==> src/rtl/xor_stream_cipher_nch_if.sv <==
// Bus bundle for xor_stream_cipher_nch.
// Enable macro: KEYSTREAM_RESYNC_EN adds the per-channel i_ch_resync signal.
// Signals (named from the cipher's point of view):
//   i_cfg_en    config chain shift enable; all channels are frozen while it is high
//   i_cfg       config chain serial input, loaded LSB-first
//   o_cfg       config chain serial output (chain bit 0)
//   i_ch_en     per-channel enable                        [N_CH]
//   i_din       per-channel plaintext/ciphertext bit      [N_CH]
//   o_dout      per-channel XORed bit                     [N_CH]
//   i_ch_resync per-channel LFSR reseed (macro only)      [N_CH]
//   o_heartbeat free-running activity indicator           [HB_W]
interface xor_stream_cipher_nch_if #(
  parameter int unsigned N_CH = 2,
  parameter int unsigned HB_W = 3
);
  logic            i_cfg_en;
  logic            i_cfg;
  logic            o_cfg;
  logic [N_CH-1:0] i_ch_en;
  logic [N_CH-1:0] i_din;
  logic [N_CH-1:0] o_dout;
`ifdef KEYSTREAM_RESYNC_EN
  logic [N_CH-1:0] i_ch_resync;
`endif
  logic [HB_W-1:0] o_heartbeat;

`ifdef KEYSTREAM_RESYNC_EN
  modport master (output i_cfg_en, i_cfg, i_ch_en, i_din, i_ch_resync,
                  input  o_cfg, o_dout, o_heartbeat);
  modport slave  (input  i_cfg_en, i_cfg, i_ch_en, i_din, i_ch_resync,
                  output o_cfg, o_dout, o_heartbeat);
`else
  modport master (output i_cfg_en, i_cfg, i_ch_en, i_din,
                  input  o_cfg, o_dout, o_heartbeat);
  modport slave  (input  i_cfg_en, i_cfg, i_ch_en, i_din,
                  output o_cfg, o_dout, o_heartbeat);
`endif
endinterface

==> src/rtl/xor_stream_cipher_nch.sv <==
// N-channel Galois-LFSR keystream XOR stream cipher.
// Each channel has its own LFSR, seed and tap mask; seeds and taps for all
// channels live in one serial config chain and reach the LFSRs only on the
// load cycle that follows a shift burst.
// Enable macro: KEYSTREAM_RESYNC_EN adds per-channel reseed (bus.i_ch_resync).
// Ports:
//   i_clk  clock, all logic rising-edge
//   i_rst  synchronous active-high reset
//   bus    xor_stream_cipher_nch_if slave (config chain, channel data/enables,
//          registered o_dout / o_cfg, heartbeat)
module xor_stream_cipher_nch #(
  parameter int unsigned       LFSR_W   = 16,
  parameter int unsigned       N_CH     = 2,
  parameter int unsigned       HB_W     = 3,
  parameter int unsigned       HB_DIV_W = 20,
  parameter logic [LFSR_W-1:0] SEED_RST = LFSR_W'(16'hACE1),
  parameter logic [LFSR_W-1:0] TAPS_RST = LFSR_W'(16'hB400)
) (
  input  logic                  i_clk,
  input  logic                  i_rst,
  xor_stream_cipher_nch_if.slave bus
);

  localparam int unsigned CH_W  = 2 * LFSR_W;
  localparam int unsigned CFG_W = N_CH * CH_W;
  // All-zero seed would lock the LFSR, so it is replaced by 1.
  localparam logic [LFSR_W-1:0] SEED_EFF = (SEED_RST == '0) ? LFSR_W'(1) : SEED_RST;

  typedef enum logic {ST_RUN, ST_SHIFT} state_e;

  state_e                        r_state;
  state_e                        w_state_nxt;
  logic                          w_load;
  logic [CFG_W-1:0]              r_cfg;
  logic [N_CH-1:0][LFSR_W-1:0]   r_lfsr;
  logic [N_CH-1:0][LFSR_W-1:0]   w_lfsr_nxt;
  logic [N_CH-1:0]               r_dout;
  logic [N_CH-1:0]               w_dout_nxt;
  logic [HB_DIV_W-1:0]           r_cnt;

  function automatic logic [LFSR_W-1:0] nz_seed(input logic [LFSR_W-1:0] s);
    return (s == '0) ? LFSR_W'(1) : s;
  endfunction

  // Shift/run tracker; the exit from a shift burst is the load cycle.
  always_ff @(posedge i_clk) begin
    if (i_rst) r_state <= ST_RUN;
    else       r_state <= w_state_nxt;
  end

  always_comb begin
    w_state_nxt = r_state;
    w_load      = 1'b0;
    case (r_state)
      ST_RUN:   if (bus.i_cfg_en) w_state_nxt = ST_SHIFT;
      ST_SHIFT: if (!bus.i_cfg_en) begin
                  w_state_nxt = ST_RUN;
                  w_load      = 1'b1;
                end
      default:  w_state_nxt = ST_RUN;
    endcase
  end

  // Per-channel keystream next state; dout is 0 unless the channel ran this cycle.
  always_comb begin
    w_lfsr_nxt = r_lfsr;
    w_dout_nxt = '0;
    for (int c = 0; c < int'(N_CH); c++) begin
      if (bus.i_cfg_en) begin
        w_lfsr_nxt[c] = r_lfsr[c];
      end else if (w_load) begin
        w_lfsr_nxt[c] = nz_seed(r_cfg[c*CH_W +: LFSR_W]);
`ifdef KEYSTREAM_RESYNC_EN
      end else if (bus.i_ch_resync[c]) begin
        w_lfsr_nxt[c] = nz_seed(r_cfg[c*CH_W +: LFSR_W]);
`endif
      end else if (bus.i_ch_en[c]) begin
        w_dout_nxt[c] = bus.i_din[c] ^ r_lfsr[c][0];
        w_lfsr_nxt[c] = (r_lfsr[c] >> 1) ^
                        (r_lfsr[c][0] ? r_cfg[c*CH_W+LFSR_W +: LFSR_W] : '0);
      end
    end
  end

  // Config chain, LFSRs, output bits and heartbeat prescaler.
  always_ff @(posedge i_clk) begin
    if (i_rst) begin
      r_cfg  <= {N_CH{TAPS_RST, SEED_RST}};
      r_lfsr <= {N_CH{SEED_EFF}};
      r_dout <= '0;
      r_cnt  <= '0;
    end else begin
      if (bus.i_cfg_en) r_cfg <= {bus.i_cfg, r_cfg[CFG_W-1:1]};
      r_lfsr <= w_lfsr_nxt;
      r_dout <= w_dout_nxt;
      r_cnt  <= r_cnt + HB_DIV_W'(1);
    end
  end

  assign bus.o_cfg       = r_cfg[0];
  assign bus.o_dout      = r_dout;
  assign bus.o_heartbeat = r_cnt[HB_DIV_W-1 -: HB_W];

endmodule

==> src/flat_wrapper.sv <==
// flat-port wrapper written by rule: the top's interface ports become plain ports
module xor_stream_cipher_nch_flat 
#(
  parameter int unsigned       LFSR_W   = 16,
  parameter int unsigned       N_CH     = 2,
  parameter int unsigned       HB_W     = 3,
  parameter int unsigned       HB_DIV_W = 20,
  parameter logic [LFSR_W-1:0] SEED_RST = LFSR_W'(16'hACE1),
  parameter logic [LFSR_W-1:0] TAPS_RST = LFSR_W'(16'hB400)
)
  (i_clk, i_rst, bus_i_cfg_en, bus_i_cfg, bus_i_ch_en, bus_i_din, bus_o_cfg, bus_o_dout, bus_o_heartbeat);
  xor_stream_cipher_nch_if #(.N_CH(N_CH), .HB_W(HB_W)) bus_i ();
  input  logic i_clk;
  input  logic i_rst;
  input wire logic [$bits(bus_i.i_cfg_en)-1:0] bus_i_cfg_en;
  input wire logic [$bits(bus_i.i_cfg)-1:0] bus_i_cfg;
  input wire logic [$bits(bus_i.i_ch_en)-1:0] bus_i_ch_en;
  input wire logic [$bits(bus_i.i_din)-1:0] bus_i_din;
  output wire logic [$bits(bus_i.o_cfg)-1:0] bus_o_cfg;
  output wire logic [$bits(bus_i.o_dout)-1:0] bus_o_dout;
  output wire logic [$bits(bus_i.o_heartbeat)-1:0] bus_o_heartbeat;
  assign bus_i.i_cfg_en = bus_i_cfg_en;
  assign bus_i.i_cfg = bus_i_cfg;
  assign bus_i.i_ch_en = bus_i_ch_en;
  assign bus_i.i_din = bus_i_din;
  assign bus_o_cfg = bus_i.o_cfg;
  assign bus_o_dout = bus_i.o_dout;
  assign bus_o_heartbeat = bus_i.o_heartbeat;
  xor_stream_cipher_nch #(.LFSR_W(LFSR_W), .N_CH(N_CH), .HB_W(HB_W), .HB_DIV_W(HB_DIV_W), .SEED_RST(SEED_RST), .TAPS_RST(TAPS_RST)) u_core (.i_clk(i_clk), .i_rst(i_rst), .bus(bus_i));
endmodule
==> config.mk <==
export PLATFORM = sky130hd
export DESIGN_NAME = xor_stream_cipher_nch_flat
export DESIGN_NICKNAME = d
export VERILOG_FILES = /design/src/rtl/xor_stream_cipher_nch_if.sv /design/src/rtl/xor_stream_cipher_nch.sv /design/src/flat_wrapper.sv
export SDC_FILE = /design/constraint.sdc
export NUM_CORES = 1
export LEC_CHECK = 0
export ABC_CLOCK_PERIOD_IN_PS = 4200
export BUFFER_PORTS_ARGS = -buffer_cell sky130_fd_sc_hd__buf_4
export CORE_MARGIN = 2
export CORE_UTILIZATION = 60
export CTS_CLUSTER_DIAMETER = 50
export DETAILED_ROUTE_END_ITERATION = 8
export PLACE_DENSITY = 0.88
export REMOVE_ABC_BUFFERS = 1
export SLEW_MARGIN = 10
export SYNTH_ARGS = -nofsm -noshare
export SYNTH_HDL_FRONTEND = slang
export SYNTH_SLANG_ARGS = --single-unit
==> constraint.sdc <==
create_clock -name i_clk -period 4.2 [get_ports i_clk]
set_clock_uncertainty 0.1 [all_clocks]
set_input_delay 0 -clock i_clk [delete_from_list [all_inputs] [get_ports i_clk]]
set_output_delay 0 -clock i_clk [all_outputs]
set_load 0.1 [all_outputs]
Yosys cells after proc, flatten, opt, wreduce, memory -nomap -nowiden
Index checks and enable logic that the tools add are counted.
Operators by class
  bitwise operators: 7
  mux-type cells: 11
  reductions and logical operators: 8
  add/sub/neg operators: 1
Operator list (count)
  16-bit 2-to-1 mux: 8
  16-bit zero test: 2
  15-bit by 16-bit bitwise XOR with 16-bit output: 2
  20-bit by 1-bit adder with 20-bit output, second input constant: 1
  4-bit OR reduction: 2
  2-bit AND reduction: 2
  2-bit nonzero test: 2
  1-bit 2-to-1 mux: 3
  1-bit NOT: 3
  1-bit bitwise XOR: 2
Word-level totals
  register bits: 119

Longest topological paths before layout
  word-level depth: 4
  depth in mapped cells: 6

Worst setup path after synthesis
No wires, ideal clock.
  kind: reg-to-reg
  start: register u_core.r_cnt[2]
  end: register u_core.r_cnt[19]
  buffers on the path: 1
  stages on the path, launching flop included: 6
  data arrival time: 1.364 ns
  path slack: 2.615 ns
  library setup time: 0.121 ns
  cell sequence: dfxtp_1 -> and3_1 -> clkbuf_1 -> nand3_2 -> nor4_1 -> mux2_2
Between the ends
  word-level cells in the longest chain between the ends: 1
Ends and longest elaborated chain
  from (decl): line xor_stream_cipher_nch.sv:39  | logic [HB_DIV_W-1:0] r_cnt;
  from (signal assigned): line xor_stream_cipher_nch.sv:96  | r_cnt <= r_cnt + HB_DIV_W'(1);
  20-bit by 1-bit adder with 20-bit output: line xor_stream_cipher_nch.sv:96
Every way passes these cells.
A chain may end at the register's enable or synchronous reset.

Worst setup path in the final report
  start: register u_core.r_state
  end: register u_core.r_lfsr[3] (netlist name)
Between the ends
  word-level cells in the longest chain between the ends: 3
  elaborated cells between the ends (all ways): 4
  classes of those cells: mux (2); reduce/logical (2)
Ends and longest elaborated chain
  from (decl): line xor_stream_cipher_nch.sv:31  | state_e r_state;
  from (signal assigned): line xor_stream_cipher_nch.sv:48  | else r_state <= w_state_nxt;
  1-bit 2-to-1 mux *: line xor_stream_cipher_nch.sv:54  | case (r_state)
  2-bit nonzero test (no line)
  2-bit AND reduction (no line)
  to (signal assigned): line xor_stream_cipher_nch.sv:89  | r_lfsr <= {N_CH{SEED_EFF}};
  to (signal assigned): line xor_stream_cipher_nch.sv:94  | r_lfsr <= w_lfsr_nxt;
  to (decl): line xor_stream_cipher_nch.sv:35  | logic [N_CH-1:0][LFSR_W-1:0] r_lfsr;
Mark *: on every way between the ends. The rest lies on a longest branch, timed or not.

==> results.sh <==
export IMPL_hold_violations=0
export IMPL_grt_pass1_wl_microns=17800
export IMPL_grt_use_total_pct=23.07
export IMPL_synth_top_area_share_pct=46.18
export IMPL_gp_congestion=0.7847
export IMPL_start_util_pct=62.47
export IMPL_outcome="complete, no violations"
export IMPL_crit_required_ns=4.52
export IMPL_p_leak_nw=2.323
export IMPL_n_fill_cell=557
export IMPL_synth_top_area_cell="dfxtp_1"
export IMPL_cp_start_kind="register"
export IMPL_ctsHoldBuffers=8
export IMPL_min_path_type="in -> reg"
export IMPL_final_cell_area_sq_um=5912
export IMPL_drv_slew=0
export IMPL_rows=33
export IMPL_synth_area_top_cells="dfxtp_1 (46%), mux2i_1 (13%), xnor2_1 (5.6%), a211o_1 (4.4%), nor2_1 (3.9%)"
export IMPL_clock_latency_ns=0.52
export IMPL_ctsResizeCount=0
export IMPL_diodes=0
export IMPL_cts_tree="done"
export IMPL_ys_ff_latch=119
export IMPL_grt_max_degree=75
export IMPL_slew_headroom_pct=43.10
export IMPL_grt_pass1_vias=3829
export IMPL_cp_max_fo=23
export IMPL_cp_cell_sequence="nor2b_2 > buf_4 > nor3_1 > nor4_1"
export IMPL_port_buffers=13
export IMPL_synth_distinct_cells=39
export IMPL_powerDensity_nw_per_um2=498.4
export IMPL_cts_htree_levels=4
export IMPL_cts_setup_buffers=0
export IMPL_async_flop_share_pct=0
export IMPL_ant_nets=0
export IMPL_setup_tns_ns=0
export IMPL_drc=0
export IMPL_drive_above_1_share_pct=10.54
export IMPL_vias_per_cell=5.786
export IMPL_drtIter0Drc=189
export IMPL_path_class="reg -> reg"
export IMPL_final_cell_count_no_fill=665
export IMPL_seq_area_frac_synth_pct=46.18
export IMPL_syn_cell_area_sq_um=5159
export IMPL_numCtsBuffers=17
export IMPL_dpl_cell_area_sq_um=5226
export IMPL_synth_ff_type="dfxtp_1"
export IMPL_cp_data_arrival_time_ns=2.39
export IMPL_coreArea_sq_um=8258
export IMPL_rsz0062_at_grt="no"
export IMPL_wl_microns=10490
export IMPL_maxCapViolCount=0
export IMPL_ir_drop_uv=401.9
export IMPL_die_height_microns=96.73
export IMPL_antenna_found_initial=0
export IMPL_fmax_mhz=482.8
export IMPL_path_clk_slew_ns=0.06
export IMPL_fin_crit_ns=2.071
export IMPL_fin_crit_sh_pct=49.32
export IMPL_synth_warnings=0
export IMPL_crit_path_top_delay_cell="nor2b_2"
export IMPL_setup_viol=0
export IMPL_synth_edff_count=0
export IMPL_hpwl_microns=5915
export IMPL_overflow=0
export IMPL_cpPeakStageDelay_ns=0.74
export IMPL_die_area_sq_um=9356
export IMPL_synth_cells=544
export IMPL_cts_num_sinks=119
export IMPL_synth_avg_cell_area_sq_um=9.483
export IMPL_dr_pass1_iters=7
export IMPL_wire_per_inst_microns=15.78
export IMPL_via_count=3848
export IMPL_area_delta_synth_final_pct=14.60
export IMPL_clockBufferDepth=2
export IMPL_die_w_microns=96.73
export IMPL_root_buffer="clkbuf_8"
export IMPL_io_pins=14
export IMPL_endpoint_kind="register"
export IMPL_nets=556
export IMPL_place_inst=625
export IMPL_worst_slew_pin_slew_ns=0.8497
-- sequential cells by signal, indices dropped and copies added (netlist names) --
signal	flops
u_core.r_cfg	64
u_core.r_lfsr	32
u_core.r_cnt	20
u_core.bus.o_dout	2
u_core.r_state	1
-- cell type report --
type,count,area [sq um],share of cell area (%)
clock buffer,21,459.2,7.767
timing repair buffer,26,215.2,3.640
multi-input combinational,381,2570,43.47
tap,105,131.4,2.222
clock inverter,11,146.4,2.476
sequential,119,2382,40.30
inverter,2,7.507,0.1270
-- cell usage after synthesis, types with 2 or more instances --
library cell,count
nand2b_1,4
a21oi_1,24
nand3b_1,14
xor2_1,7
nand2_1,36
buf_4,4
o21ai_0,33
and2_1,2
nor2_1,53
clkbuf_1,23
buf_2,13
or3_1,4
a211o_1,26
nand3_1,6
nand4_1,6
nor2b_1,31
a2bb2oi_1,2
dfxtp_1,119
nor4_1,11
xnor2_1,33
nor3_1,9
mux2i_1,66
inv_1,2
-- layout by cell type (no fill, tap or decap), drive strengths merged, types with 2 or more instances in the layout --
| cell type | netlist | final |
|---|---|---|
| a21oi | 24 | 24 |
| nand3 | 8 | 8 |
| dfxtp | 119 | 119 |
| clkinv | 0 | 2 |
| xnor2 | 33 | 33 |
| dlygate4sd3 | 0 | 8 |
| nand2 | 36 | 36 |
| and3 | 2 | 2 |
| nand3b | 14 | 14 |
| and4 | 2 | 2 |
| nand4 | 7 | 7 |
| nor2 | 53 | 53 |
| nand2b | 4 | 4 |
| clkbuf | 23 | 21 |
| xor2 | 7 | 7 |
| buf | 18 | 18 |
| clkinvlp | 0 | 5 |
| o21ai | 33 | 33 |
| or3 | 5 | 5 |
| a2bb2oi | 2 | 2 |
| mux2i | 66 | 66 |
| nor3 | 9 | 9 |
| nor2b | 31 | 31 |
| bufinv | 0 | 3 |
| and2 | 2 | 2 |
| nor4 | 11 | 11 |
| a211o | 26 | 26 |
| inv | 2 | 3 |
-- through the flow --
stage | worst slack, ns | utilization [%] | total power, mW | hold slack (ns)
floorplan | 1.887 | - | 1.406 | -0.03331
global placement | 2.111 | 63.29 | 1.475 | 0.1191
detailed placement | 2.083 | 63.29 | 1.486 | 0.1218
CTS | 2.138 | 71.59 | 2.952 | 0.02005
global route | 1.934 | 71.59 | 3.037 | 0.05640
finish | 2.129 | 71.59 | 2.946 | 0.02573
-- path summary, 6_finish.rpt --
path	from	to	slack [ns]	depth (start not counted)
setup reg to reg	u_core.r_state$_SDFF_PP0_	u_core.r_lfsr[3]$_SDFFE_PP0P_	2.13	4
setup / recovery	u_core.r_state$_SDFF_PP0_	u_core.r_lfsr[3]$_SDFFE_PP0P_	2.13	4
hold reg to reg	u_core.r_cnt[0]$_SDFF_PP0_	u_core.r_cnt[0]$_SDFF_PP0_	0.34	1
hold / removal	bus_i_cfg_en	u_core.r_cfg[20]$_SDFFE_PP0P_	0.03	3
-- power by group --
group          switching [mW]  total (mW)  internal [mW]
Clock                   0.520        1.47          0.950
Sequential             0.0599        1.25           1.19
Combinational           0.118       0.227          0.110
-- layer usage --
| layer | vias to the layer above | global-route usage, % | part of all wire, % |
|---|---|---|---|
| met5 | - | 0 | 0 |
| met4 | 0 | 10.40 | 2.5 |
| met3 | 27 | 5.564 | 4.2 |
| met2 | 97 | 38.35 | 49 |
| met1 | 1825 | 28.39 | 44 |
| li1 | 1899 | - | - |
-- worst max-delay path: cells and delay by family (launching register included) --
kind	cells	cell delay [ns]
buf+inv	1	0.39
flops	1	0.41
simple gates	3	1.09
-- logic make-up after synthesis --
| logic type | share of synthesized area, % |
|---|---|
| AO/OA/AOI/OAI | 10.82 |
| adder cells (fa/ha/maj) | 0.2425 |
| buffers and inverters | 4.050 |
| flip-flops | 46.18 |
| AND/OR/NAND/NOR | 18.89 |
| multiplexers | 13.02 |
| XOR/XNOR | 6.791 |
No activity file was read; power rests on OpenSTA's default activity.
